`config.mk`:
```
export PLATFORM = sky130hd
export DESIGN_NAME = lfsr_prng_gen
export DESIGN_NICKNAME = d
export VERILOG_FILES = /design/src/rtl/lfsr_prng_gen.sv
export SDC_FILE = /design/constraint.sdc
export NUM_CORES = 1
export LEC_CHECK = 0
export BUFFER_PORTS_ARGS = -buffer_cell sky130_fd_sc_hd__buf_4
export CORE_MARGIN = 10
export CORE_UTILIZATION = 48
export CTS_CLUSTER_DIAMETER = 200
export DETAILED_ROUTE_END_ITERATION = 10
export HOLD_SLACK_MARGIN = 0.03
export PLACE_DENSITY = 0.85
export SYNTH_ARGS = -nofsm -noshare
export SYNTH_HDL_FRONTEND = slang
export SYNTH_SLANG_ARGS = --single-unit
```
`constraint.sdc`:
```
create_clock -name clk -period 1.2 [get_ports clk]
set_input_delay 0.06 -clock clk [delete_from_list [all_inputs] [get_ports clk]]
set_output_delay 0.06 -clock clk [all_outputs]
set_load 0.005 [all_outputs]
```
`src/rtl/lfsr_prng_gen.sv`:
```
// lfsr_prng_gen: LFSR random generator (Fibonacci/Galois) with serial seed load and req/valid/ready output.
// Define LFSR_WRAP_DET_EN to add the o_wrap period-complete pulse.
module lfsr_prng_gen #(
    parameter int WIDTH = 8,
    parameter int MODE = 0,
    parameter logic [WIDTH-1:0] TAPS = WIDTH'(8'hB8),
    parameter logic [WIDTH-1:0] GPOLY = WIDTH'(8'h1D)
) (
    input  logic             clk,
    input  logic             rst,
    input  logic [WIDTH-1:0] i_seed,
    input  logic             i_load,
    input  logic             i_en,
    input  logic             i_req,
    input  logic             i_ready,
    output logic [WIDTH-1:0] o_rand,
    output logic             o_valid,
    output logic             o_busy,
    output logic             o_run,
`ifdef LFSR_WRAP_DET_EN
    output logic             o_wrap,
`endif
    output logic             o_seed_fix
);
    localparam int CW = $clog2(WIDTH);
    localparam logic [CW-1:0] LAST = CW'(WIDTH - 1);
    typedef enum logic [1:0] {IDLE, LOAD, RUN} state_t;
    state_t state, state_nx;
    logic [WIDTH-1:0] lfsr, shadow, step_nx;
    logic [CW-1:0] cnt;
    logic load_go, cap;
    always_comb begin
        load_go = i_load && state != LOAD;
        cap = state == RUN && i_req && !i_load && (!o_valid || i_ready);
        step_nx = (MODE == 1) ? ({lfsr[WIDTH-2:0], 1'b0} ^ ({WIDTH{lfsr[WIDTH-1]}} & GPOLY))
                              : {lfsr[WIDTH-2:0], ^(lfsr & TAPS)};
        state_nx = load_go ? LOAD : (state == LOAD && cnt == LAST) ? RUN : state;
    end
    assign o_busy = state == LOAD;
    assign o_run = state == RUN;
    always_ff @(posedge clk or posedge rst) begin
        if (rst) begin
            state <= IDLE;
            lfsr <= '0;
            shadow <= '0;
            cnt <= '0;
            o_rand <= '0;
            o_valid <= 1'b0;
            o_seed_fix <= 1'b0;
`ifdef LFSR_WRAP_DET_EN
            o_wrap <= 1'b0;
`endif
        end else begin
            state <= state_nx;
            if (load_go) begin
                // an all-zero seed would lock the LFSR, so substitute 1
                shadow <= (i_seed == '0) ? WIDTH'(1) : i_seed;
                o_seed_fix <= i_seed == '0;
                cnt <= '0;
            end else if (state == LOAD) begin
                lfsr <= {lfsr[WIDTH-2:0], shadow[LAST-cnt]};
                cnt <= cnt + 1'b1;
            end else if (state == RUN && i_en) begin
                lfsr <= step_nx;
            end
            if (cap) begin
                o_rand <= lfsr;
                o_valid <= 1'b1;
            end else if (load_go || (o_valid && i_ready)) begin
                o_valid <= 1'b0;
            end
`ifdef LFSR_WRAP_DET_EN
            o_wrap <= state == RUN && i_en && !i_load && step_nx == shadow;
`endif
        end
    end
endmodule

```
==> impl_metrics.py <==
metrics = {
    "run_status": {
        "status": "finished, violations left",
        "violations": "negative setup slack",
    },
    "routing": {
        "firstDrtPassIters": 3,
        "vias_per_cell": 5.13,
        "drc": 0,
        "drt_wl_total_um": 2960,
        "vias": 954,
        "postRouteAntennaNets": 0,
        "drtIter0Drc": 52,
        "wire_per_inst_um": 15.9,
    },
    "finish": {
        "final_nets": 170,
        "antenna_cells": 0,
        "layout_commonest_cell": "buf_4",
        "num-fill-cells": 176,
        "fin_cells": 186,
        "syn_to_final_growth_pct": 48.0,
        "drive_above_1_share_pct": 52.9,
        "layout_common_cells": "buf_4 (32), dfrtp_1 (30)",
    },
    "logic_synthesis": {
        "synth_top_area_share_pct": 57.5,
        "synthFlopType": "dfrtp_1",
        "yosysWarnings": 0,
        "async_flop_share_pct": 100,
        "synth_edf_count": 0,
        "synth_cell_types": 24,
        "syn-cell-area_um2": 1350,
        "ys_ff_latch": 31,
        "postSynthAreaPerCell_um2": 13.6,
        "synth_seq_area_share_pct": 57.5,
        "yosys.area.top_type": "dfrtp_1",
        "synthTopCellsByArea": "dfrtp_1 (57%), mux2_2 (18%), nand2_1 (3.3%)",
        "synthCells": 99,
        "syn_nets": 115,
    },
    "hold_path": {
        "hold_depth": 3,
        "hold_path_class": "input pin to register",
    },
    "global_routing": {
        "antenna_found_initial": 0,
        "grt_pass1_wl_um": 4850,
        "grt_max_degree": 32,
        "grt_use_total_pct": 11.6,
        "grt_pass1_vias": 1030,
        "overflow": 0,
    },
    "timing": {
        "worst_clock_skew_ns": 0.0173,
        "min_period_over_period_pct": 115,
        "tightestPinTransition_ns": 0.386,
        "fin_crit_ns": 1.38,
        "finalWorstSetupSlack_ns": -0.176,
        "hold_viol": 0,
        "max_freq_mhz": 727,
        "rsz0062_at_grt": "yes",
        "whs_ns": 0.0411,
        "maxSlewHeadroom_pct": 74.3,
        "finalSetupViolations": 24,
        "slew_violations": 0,
    },
    "worst_setup_path": {
        "critPathRequiredTime_ns": 1.44,
        "path_buf_inv": 0,
        "regToRegSetupSlack_ns": -0.18,
        "rr_worst_depth": 3,
        "cp.depth": 3,
        "endpoint_kind": "register",
        "crit_family": "flip-flops",
        "r2r_start": "state[1]$_DFFE_PP0P_",
        "r2r-end": "lfsr[4]$_DFFE_PP0P_",
        "endpoint": "lfsr[4]$_DFFE_PP0P_",
        "setup.worst_path.class": "register to register",
        "worstSetupStartpoint": "state[1]$_DFFE_PP0P_",
        "critPathArrivalTime_ns": 1.61,
        "slowest_stage": "dfrtp_1",
        "startpoint_type": "register",
        "crit_fanout": 8,
        "crit_chain": "nor3b_4 -> a21oi_4 -> mux2_2",
        "slowest_delay_ns": 0.41,
    },
    "floorplanning": {
        "coreArea_um2": 2730,
        "io_pins": 26,
        "die-area_um2": 5330,
        "die_w_um": 73.0,
        "start_util_pct": 49.4,
        "die_y_um": 73.0,
        "row_count": 19,
    },
    "clock_tree": {
        "cts_made_buffers": 5,
        "cts.clk_slew.worst_paths_ns": 0.10,
        "htree_levels": 2,
        "numClockSinks": 31,
        "clkLatencyLatePin_ns": 0.34,
        "root_buffer": "clkbuf_4",
        "cts_buffer_depth": 2,
        "tritoncts": "done",
    },
    "pwr": {
        "cellPowerDensity_nw_per_um2": 2700,
        "peakVddDrop_v": 0.00211,
        "p_leak_nw": 0.956,
    },
    "place": {
        "gp_congestion": 0.712,
        "io_buffers": 25,
        "post-place-ws_ns": -0.161,
        "place_inst": 162,
        "dp_hpwl_um": 1980,
    },
    "flow_run": {
        "cap_violations": 0,
    },
}
-- area by class of cell --
class	instances	area (um^2)	area share, %
clock buffer	6	51.3	2.57
clock inverter	2	35.0	1.75
inverter	3	13.8	0.689
multi-input combinational	65	667	33.4
sequential	31	777	38.9
tap	31	38.8	1.94
timing repair buffer	48	415	20.8
-- how the worst min path moves through the flow --
stage,endpoint,start
4_1_cts,o_valid$_DFFE_PP0P_,i_req
3_5_place_dp,lfsr[3]$_DFFE_PP0P_,rst
2_1_floorplan,cnt[0]$_DFFE_PP0P_,rst
5_1_grt,o_valid$_DFFE_PP0P_,i_req
3_3_place_gp,lfsr[1]$_DFFE_PP0P_,rst
6_report,o_valid$_DFFE_PP0P_,i_req
-- through the flow --
stage          total power (W)  TNS, ns  instance area [um^2]  utilization (%)
2_1_floorplan          0.00311    -1.48                  1370                -
3_3_place_gp           0.00372    -2.55                  1640             60.0
3_5_place_dp           0.00382    -3.12                  1640             60.0
4_1_cts                0.00513    -2.66                  1920             70.3
5_1_grt                0.00576    -3.85                  2000             73.1
6_report               0.00540    -2.77                  2000             73.1
-- flip-flops by register name, indices dropped and copies added, names as in the netlist --
name,count
cnt,3
lfsr,8
o_valid,1
shadow,8
o_rand,8
state,2
o_seed_fix,1
-- power by group --
part / internal [W] / switching, W / total [W]
Sequential: 0.00152 / 0.000384 / 0.00191
Combinational: 0.00163 / 0.000997 / 0.00263
Clock: 0.000492 / 0.000373 / 0.000866
Total: 0.00365 / 0.00175 / 0.00540
-- cells by family after synthesis --
logic type	after synthesis	synth area share, %
mux	25	21.5
xor+xnor	3	1.95
buf+inv	4	1.20
flops	31	57.5
simple gates	24	10.8
compound gates	10	5.28
fa+ha+maj	2	1.85
-- cell usage after synthesis, types with 2 or more instances --
| library cell | instances |
|---|---|
| nand2_1 | 12 |
| dfrtp_1 | 31 |
| ha_1 | 2 |
| xnor2_1 | 2 |
| mux2i_1 | 2 |
| nor4_1 | 2 |
| o21ai_0 | 4 |
| nor2_1 | 2 |
| inv_1 | 3 |
| nand3b_1 | 3 |
| mux2_2 | 22 |
| nand2b_1 | 2 |
-- routing by layer --
layer | vias to the layer above | track usage [%] | wire length, um
met5 | - | 0 | 0
met4 | 0 | 5.06 | 43
met3 | 7 | 5.58 | 219
met2 | 24 | 19.7 | 1520
met1 | 461 | 11.9 | 1180
li1 | 462 | - | -
-- timing repair --
| item | 4_1_cts | 5_1_grt |
|---|---|---|
| hold endpoints to repair | 43 | 0 |
| hold buffers | 11 | 0 |
| endpoints found under the setup margin | 28 | 29 |
| buffers inserted | 2 | 2 |
| gates cloned | 0 | 1 |
| resized for setup | 14 | 12 |
| pin swaps | 1 | 1 |
-- worst min-delay path, stage by stage --
cell     delay, ns
buf_4         0.12
nand3_4       0.11
nand2_1       0.07
No activity file was read; power rests on OpenSTA's default activity.
